### src/rtl/multicycle_ctrl_v2.sv
// Multicycle MIPS control FSM: decodes op/funct and sequences PC, IR, ALU-mux, regfile and memory controls.
// Latency: LW 5, SW 4, R/I 4, branch/jump/JR/JAL/trap 3 cycles; every memory wait cycle adds one.
// Backpressure: FETCH, LWRD and SWWR hold with their strobes asserted until mem_ready (when MEM_WAIT_EN=1).
module multicycle_ctrl_v2 #(
    parameter bit MEM_WAIT_EN = 1'b1,
    parameter bit BR_EXT      = 1'b1,
    parameter int ALUOP_W     = 6
) (
    input  logic               clk,
    input  logic               reset,
    input  logic [5:0]         i_op,
    input  logic [5:0]         i_funct,
    input  logic               i_zero,
    input  logic               i_sign,
    input  logic               i_mem_ready,
    output logic               o_memread,
    output logic               o_memwrite,
    output logic               o_iord,
    output logic               o_irwrite,
    output logic               o_pcen,
    output logic [1:0]         o_pcsource,
    output logic [1:0]         o_alusrca,
    output logic [1:0]         o_alusrcb,
    output logic [ALUOP_W-1:0] o_aluop,
    output logic               o_sori,
    output logic               o_regwrite,
    output logic [1:0]         o_regdst,
    output logic               o_memtoreg,
    output logic               o_link,
    output logic               o_illegal
);

    localparam logic [5:0] OP_RTYPE = 6'b000000;
    localparam logic [5:0] OP_J     = 6'b000010;
    localparam logic [5:0] OP_JAL   = 6'b000011;
    localparam logic [5:0] OP_BEQ   = 6'b000100;
    localparam logic [5:0] OP_BNE   = 6'b000101;
    localparam logic [5:0] OP_BLEZ  = 6'b000110;
    localparam logic [5:0] OP_BGTZ  = 6'b000111;
    localparam logic [5:0] OP_ADDI  = 6'b001000;
    localparam logic [5:0] OP_ADDIU = 6'b001001;
    localparam logic [5:0] OP_SLTI  = 6'b001010;
    localparam logic [5:0] OP_ANDI  = 6'b001100;
    localparam logic [5:0] OP_ORI   = 6'b001101;
    localparam logic [5:0] OP_XORI  = 6'b001110;
    localparam logic [5:0] OP_LUI   = 6'b001111;
    localparam logic [5:0] OP_LW    = 6'b100011;
    localparam logic [5:0] OP_SW    = 6'b101011;
    localparam logic [5:0] F_JR     = 6'b001000;

    // 5-bit encoding leaves unused codes; those fall into the recovery arm below.
    typedef enum logic [4:0] {
        S_FETCH  = 5'd0,  S_DECODE = 5'd1,  S_MEMADR = 5'd2,  S_LWRD  = 5'd3,
        S_LWWR   = 5'd4,  S_SWWR   = 5'd5,  S_REX    = 5'd6,  S_RSHIFT = 5'd7,
        S_RWR    = 5'd8,  S_BREX   = 5'd9,  S_JEX    = 5'd10, S_JR    = 5'd11,
        S_JALEX  = 5'd12, S_IEX    = 5'd13, S_IWR    = 5'd14, S_TRAP  = 5'd15
    } state_t;

    state_t r_state;
    state_t w_next;
    logic   w_ready;
    logic   w_funct_ok;
    logic   w_taken;

    // Single-cycle memory mode treats every access as complete.
    assign w_ready    = i_mem_ready || !MEM_WAIT_EN;
    // Non-shift, non-JR R-type functions the datapath implements.
    assign w_funct_ok = i_funct inside {6'b100000, 6'b100001, 6'b100010, 6'b100011, 6'b100100,
                                        6'b100101, 6'b100110, 6'b100111, 6'b101010, 6'b101011};

    // Branch condition from the ALU compare flags, selected by opcode.
    always_comb begin
        w_taken = 1'b0;
        case (i_op)
            OP_BEQ:  w_taken = i_zero;
            OP_BNE:  w_taken = !i_zero;
            OP_BLEZ: w_taken = i_sign || i_zero;
            OP_BGTZ: w_taken = !i_sign && !i_zero;
            default: w_taken = 1'b0;
        endcase
    end

    // State register; a synchronous reset abandons any access in flight.
    always_ff @(posedge clk) begin
        if (reset) r_state <= S_FETCH;
        else       r_state <= w_next;
    end

    // Next state and Moore/Mealy outputs; everything stays 0 while reset is high.
    always_comb begin
        w_next     = r_state;
        o_memread  = 1'b0;
        o_memwrite = 1'b0;
        o_iord     = 1'b0;
        o_irwrite  = 1'b0;
        o_pcen     = 1'b0;
        o_pcsource = 2'b00;
        o_alusrca  = 2'b00;
        o_alusrcb  = 2'b00;
        o_aluop    = '0;
        o_sori     = 1'b0;
        o_regwrite = 1'b0;
        o_regdst   = 2'b00;
        o_memtoreg = 1'b0;
        o_link     = 1'b0;
        o_illegal  = 1'b0;
        if (!reset) begin
            case (r_state)
                S_FETCH: begin
                    o_memread = 1'b1;
                    o_alusrcb = 2'b01;
                    o_irwrite = w_ready;
                    o_pcen    = w_ready;
                    if (w_ready) w_next = S_DECODE;
                end
                S_DECODE: begin
                    o_alusrcb = 2'b11;
                    case (i_op)
                        OP_RTYPE: begin
                            if (i_funct[5:2] == 4'b0000) w_next = S_RSHIFT;
                            else if (i_funct == F_JR)    w_next = S_JR;
                            else if (w_funct_ok)         w_next = S_REX;
                            else                         w_next = S_TRAP;
                        end
                        OP_LW, OP_SW:              w_next = S_MEMADR;
                        OP_BEQ:                    w_next = S_BREX;
                        OP_BNE, OP_BLEZ, OP_BGTZ:  w_next = BR_EXT ? S_BREX : S_TRAP;
                        OP_J:                      w_next = S_JEX;
                        OP_JAL:                    w_next = S_JALEX;
                        OP_ADDI, OP_ADDIU, OP_SLTI, OP_ANDI,
                        OP_ORI, OP_XORI, OP_LUI:   w_next = S_IEX;
                        default:                   w_next = S_TRAP;
                    endcase
                end
                S_MEMADR: begin
                    o_alusrca = 2'b01;
                    o_alusrcb = 2'b10;
                    w_next    = (i_op == OP_SW) ? S_SWWR : S_LWRD;
                end
                S_LWRD: begin
                    o_memread = 1'b1;
                    o_iord    = 1'b1;
                    if (w_ready) w_next = S_LWWR;
                end
                S_LWWR: begin
                    o_regwrite = 1'b1;
                    o_memtoreg = 1'b1;
                    w_next     = S_FETCH;
                end
                S_SWWR: begin
                    o_memwrite = 1'b1;
                    o_iord     = 1'b1;
                    if (w_ready) w_next = S_FETCH;
                end
                S_REX: begin
                    o_alusrca = 2'b01;
                    o_aluop   = ALUOP_W'(2);
                    w_next    = S_RWR;
                end
                S_RSHIFT: begin
                    o_alusrca = 2'b10;
                    o_aluop   = ALUOP_W'(2);
                    o_sori    = 1'b1;
                    w_next    = S_RWR;
                end
                S_RWR: begin
                    o_regwrite = 1'b1;
                    o_regdst   = 2'b01;
                    w_next     = S_FETCH;
                end
                S_BREX: begin
                    o_alusrca  = 2'b01;
                    o_aluop    = ALUOP_W'(1);
                    o_pcsource = 2'b01;
                    o_pcen     = w_taken;
                    w_next     = S_FETCH;
                end
                S_JEX: begin
                    o_pcen     = 1'b1;
                    o_pcsource = 2'b10;
                    w_next     = S_FETCH;
                end
                S_JR: begin
                    o_pcen     = 1'b1;
                    o_pcsource = 2'b11;
                    w_next     = S_FETCH;
                end
                S_JALEX: begin
                    // PC was already advanced by 4 in FETCH, so it is the link value.
                    o_pcen     = 1'b1;
                    o_pcsource = 2'b10;
                    o_regwrite = 1'b1;
                    o_regdst   = 2'b10;
                    o_link     = 1'b1;
                    w_next     = S_FETCH;
                end
                S_IEX: begin
                    o_alusrca = 2'b01;
                    o_alusrcb = 2'b10;
                    o_aluop   = ALUOP_W'(i_op);
                    w_next    = S_IWR;
                end
                S_IWR: begin
                    o_regwrite = 1'b1;
                    w_next     = S_FETCH;
                end
                S_TRAP: begin
                    o_illegal = 1'b1;
                    w_next    = S_FETCH;
                end
                default: w_next = S_FETCH;
            endcase
        end
    end

endmodule

### config.mk
export PLATFORM = sky130hd
export DESIGN_NAME = multicycle_ctrl_v2
export DESIGN_NICKNAME = d
export VERILOG_FILES = /design/src/rtl/multicycle_ctrl_v2.sv
export SDC_FILE = /design/constraint.sdc
export NUM_CORES = 1
export LEC_CHECK = 0
export ABC_CLOCK_PERIOD_IN_PS = 1190
export CORE_ASPECT_RATIO = 0.8
export CORE_MARGIN = 10
export CORE_UTILIZATION = 35
export DETAILED_ROUTE_END_ITERATION = 12
export HOLD_SLACK_MARGIN = 0.08
export PLACE_DENSITY = 0.83
export SYNTH_ARGS = -nofsm -noshare
export SYNTH_HDL_FRONTEND = slang
export SYNTH_SLANG_ARGS = --single-unit
### constraint.sdc
create_clock -name clk -period 1.19 [get_ports clk]
set_input_delay 0.119 -clock clk [delete_from_list [all_inputs] [get_ports clk]]
set_output_delay 0.119 -clock clk [all_outputs]
set_load 0.02 [all_outputs]
* Word-level counts from Yosys, hierarchy flattened
Cells that the tools add are included. Widths: inputs -> output; s select.
Operators by class: equal/unequal tests 44, mux-type cells 40, reduce and logical (&&, ||, !) cells 20
Operators by type and width (number):
- $eq 6x6->1 const B | 12
- $eq 6x4->1 const B | 8
- $eq 5x4->1 const B | 8
- $pmux 5 s7 | 1
- $pmux 5 s6 | 1
- $eq 6x3->1 const B | 4
- $eq 5x3->1 const B | 4
- $mux 1 | 19
- $pmux 6 s3 | 1
- $mux 5 | 3
- $eq 6x2->1 const B | 2
- $mux 4 | 3
- $pmux 2 s3 | 2
- $reduce_or 2->1 | 6
- $reduce_or 4->1 | 3
- $eq 5x2->1 const B | 2
- $reduce_bool 10->1 | 1
- $mux 2 | 4
- $pmux 2 s2 | 2
- $reduce_or 7->1 | 1
- $logic_not 6->1 | 1
- $mux 6 | 1
- $ne 2x2->1 const B | 3
- $eq 5x1->1 const B | 1
- other kinds (10) | 11
Storage, ports and cells: register bits after elaboration 5, input port bits 17, output and inout bits 24, logic and storage cells 105

* Depth between registers and ports, before layout
depth after elaboration 7, gate-level depth with buffers 6, gate-level depth less buffers 5

* Worst setup path before layout
No wires, ideal clock.
kind reg-to-output, start point register r_state[1], end point output o_pcen, arrival time 1559 ps, required time 1071 ps, path slack -488 ps, stages on the path, launching flop included 4, buffers on the path 1, path through dfxtp_1 -> buf_2 -> nor4_1 -> a31o_2
On the way: longest elaborated chain between the ends 4, elaborated cells on any way between the ends 8, classes of those cells 4 x eq/ne; 2 x mux; 2 x reduce/logical
RTL lines:
- from (decl) | line 59 | state_t r_state;
- from (signal assigned) | line 86 | else r_state <= w_next;
- $eq 5x4->1 | line 108 | case (r_state)
- $reduce_or 3->1 (no line)
- $pmux 1 s3 * | line 108
- $mux 1 * | line 107 | if (!reset) begin
- to (decl) | line 20 | output logic o_pcen,
Mark *: on every way between the ends. The rest lies on a longest branch, timed or not.

* Worst setup path after layout
start point register r_state[2], end point register r_state[2]
On the way: longest elaborated chain between the ends 3, elaborated cells on any way between the ends 14, classes of those cells 10 x eq/ne; 1 x mux; 3 x reduce/logical
RTL lines (line):
- $eq 5x3->1, or another cell as far along | 108
- $reduce_or 2->1 (no line) / $ne 2x2->1 (equally long branches)
- $pmux 5 s7 / $reduce_and 3->1 (equally long branches)
Several ways; a longest one is shown, not always the timed one. A chain may end at the register's enable or synchronous reset.

==> run metrics <==
number of H-tree levels 1; worst hold path type input port to register; Filler Cell Count 134; number of warning messages in the yosys log 0; nets in the synthesized netlist 144; Placeable Area 2160 µm²; final core area utilization 81.9%; CTS tree built; count of final setup violators 28; shortest clock period the worst path allows after layout 1.50 ns; routing usage on met2 29.5%; overall global routing resource usage 16.5%; share of total power in sequential cells 13.2%; Max Fanout on Critical Path 4; Cell Rows 15; Skew-Pair Late Insertion Delay 0.24 ns; clock network fraction of design power 11.0%; # DRC 0; static leakage 0.750 nW; fraction of layout instances using a drive strength above 1 59.1%; setup slack of the worst register-to-register path -0.31 ns; post-placement cell area 1490 µm²; Layout Skew 0.00246 ns; Ant. Diodes 0; ys flop type sky130_fd_sc_hd__dfxtp_1; GP Congestion 0.954; result of the run finished with violations; distinct cell type count of the synthesized netlist 41; largest registers in the final layout r_state (4); setup repair after global routing missed its margin yes; number of buffers created by CTS 3; number of nets in the layout 222; max-cap check violation count 0; area used by multi-input combinational logic 835 µm²; startpoint class of the critical path register; worst hold-check slack 0.515 ns; sequential area share after synthesis 10.1%; Largest register FFs 4; min setup slack post-route -0.311 ns; type of destination of the critical path register; Starting Density 36.6%; DR vias 1276; violated checks negative setup slack; maximum number of pins on one net before global-route repair 10; final cycle utilization of the critical path 126%; Largest Register r_state; post-route ant nets 0; total area of sequential cells 95.1 µm²; detailed-route vias per instance 5.60; y dimension of the die 62.5 µm; Port-buffer cells 40; Boundary Pins 41; cell type contributing the most total cell area after synthesis sky130_fd_sc_hd__dfxtp_1; number of iterations in the first detailed-routing pass 4; Die Footprint 4570 µm²; HPWL Detailed 2980 µm; combinational fraction of design power 75.8%; asr flop ratio synth 0%; top-area cell type share of the netlist area 10.1%; synthesized area 790 µm²; CTS max path bufs 2; Initial DRC Count 112; antenna violations before repair 0; number of global-route vias before repair 1311; first-pass GRT wire length 6280 µm; CP Class register to register; relative slew slack 69.2%; Post-synth EDFFs 0; WL per Instance 18.4 µm; met1 track utilization from global routing 17.7%; layer with the highest usage met2; maximum ir drop on the vdd rail 0.643 mV; number of storage elements in the synthesis netlist 4; die boundary width 73.1 µm; Least-Margin Pin Slew 0.450 ns; leftover overflow at the end of global routing 0; Clock transition at path regs 0.04 ns; Routed WL 4180 µm; Sw Pwr 0.732 mW; area added between synthesis and finish 124%; global-route met3 utilization 5.24%; clock root buffer sky130_fd_sc_hd__clkbuf_4; highest achievable clock rate 666 MHz; gate count after technology mapping 127; Hold Fails Final Rpt 0; switching power share of the total 46.2%; Design Area, Final 1770 µm²; Pwr per Cell Area 897 nW/µm²; synthesized area divided by synthesized cell count 6.22 µm²; max-slew violations 0; top area cells in the synthesized netlist sky130_fd_sc_hd__dfxtp_1, sky130_fd_sc_hd__nor2_1, sky130_fd_sc_hd__nand2_1, sky130_fd_sc_hd__o21ai_0, sky130_fd_sc_hd__nand2b_1; clk sink count 4; Worst Path Required 1.33 ns; endpoint arrival time on the critical path 1.64 ns; cell internal power dissipation 0.853 mW
-- routing by layer --
metal	up-vias	wire length (µm)	part of all wire, %
met5	-	0	0
li1	603	-	-
met1	605	1630	39
met3	7	280	6.7
met4	0	57	1.4
met2	61	2220	53
-- through the flow --
stage / total power, mW / TNS [ns] / worst slack, ns / cells
6_report: 1.59 / -5.78 / -0.311 / 228
5_1_grt: 1.68 / -7.57 / -0.355 / 228
4_1_cts: 1.45 / -5.26 / -0.271 / 226
3_5_place_dp: 1.13 / -16.19 / -0.901 / 217
3_3_place_gp: 1.10 / -16.19 / -0.885 / 217
2_1_floorplan: 0.673 / -0.248 / -0.0697 / 127
-- cells in the final DEF (no fill, tap or decap), drive strengths merged, types with 2 or more instances in the layout --
cell / Yosys / routed
dfxtp: 4 / 4
clkdlybuf4s50: 0 / 7
a21oi: 6 / 6
nor2: 22 / 22
nor2b: 6 / 6
nand2b: 6 / 6
and2: 5 / 5
o22ai: 2 / 2
nand3: 3 / 3
inv: 5 / 5
a211oi: 2 / 2
nand2: 12 / 12
dlygate4sd2: 0 / 8
o31ai: 2 / 2
nor3: 7 / 7
o21ai: 9 / 9
nor4: 3 / 3
clkbuf: 0 / 3
buf: 11 / 68
nand3b: 2 / 2
xnor2: 3 / 3
a31oi: 2 / 2
o211ai: 2 / 2
-- power by group through the flow --
| stage | logic [mW] | clock network, mW | registers (mW) |
|---|---|---|---|
| final | 1.20 | 0.174 | 0.209 |
| after global routing | 1.27 | 0.196 | 0.212 |
| after CTS | 1.07 | 0.175 | 0.204 |
| after detailed placement | 0.936 | 0 | 0.190 |
| after global placement | 0.911 | 0 | 0.189 |
| after floorplan | 0.493 | 0 | 0.180 |
-- synth_stat cells (4+ instances only) --
master,number
sky130_fd_sc_hd__nor2_1,20
sky130_fd_sc_hd__nand2_1,11
sky130_fd_sc_hd__o21ai_0,8
sky130_fd_sc_hd__buf_2,6
sky130_fd_sc_hd__nand2b_1,6
sky130_fd_sc_hd__nor2b_1,6
sky130_fd_sc_hd__nor3_1,6
sky130_fd_sc_hd__a21oi_1,5
sky130_fd_sc_hd__and2_1,5
sky130_fd_sc_hd__inv_1,5
sky130_fd_sc_hd__buf_4,4
sky130_fd_sc_hd__dfxtp_1,4
-- worst max-delay path: stages (launching register included) --
cell	delay, ns
sky130_fd_sc_hd__dfxtp_4	0.36
sky130_fd_sc_hd__buf_6	0.12
sky130_fd_sc_hd__nor2_4	0.11
sky130_fd_sc_hd__nand2_2	0.08
sky130_fd_sc_hd__buf_6	0.13
sky130_fd_sc_hd__or4b_4	0.48
sky130_fd_sc_hd__o211ai_1	0.11
-- final timing paths --
check / from / end / cells after the start
max: r_state[2] / r_state[2] / 6
min reg2reg: r_state[3] / r_state[0] / 3
min: reset / r_state[1] / 3
max reg2reg: r_state[2] / r_state[2] / 6
-- cell families after synthesis --
| kind of cell | share of synthesized area (%) |
|---|---|
| AOI/OAI and AO/OA | 28.8 |
| xor gates and xnor gates | 3.33 |
| buffers and inverters | 12.0 |
| DFF | 10.1 |
| and+or+nand+nor | 45.6 |
-- timing repair --
action,in CTS,in global routing
endpoints found under the setup margin,28,28
pin swaps,10,13
setup buffers,6,3
hold buffers,0,0
gates resized for setup,170,27
-- layout make-up --
| class | count | share of cell area [%] |
|---|---|---|
| Multi-Input combinational cell | 106 | 47.2 |
| Inverter | 6 | 1.49 |
| Tap cell | 25 | 1.77 |
| Timing Repair Buffer | 84 | 42.9 |
| Sequential cell | 4 | 5.38 |
| Clock buffer | 3 | 1.27 |
Note: power is estimated with default switching activity, not from simulation.
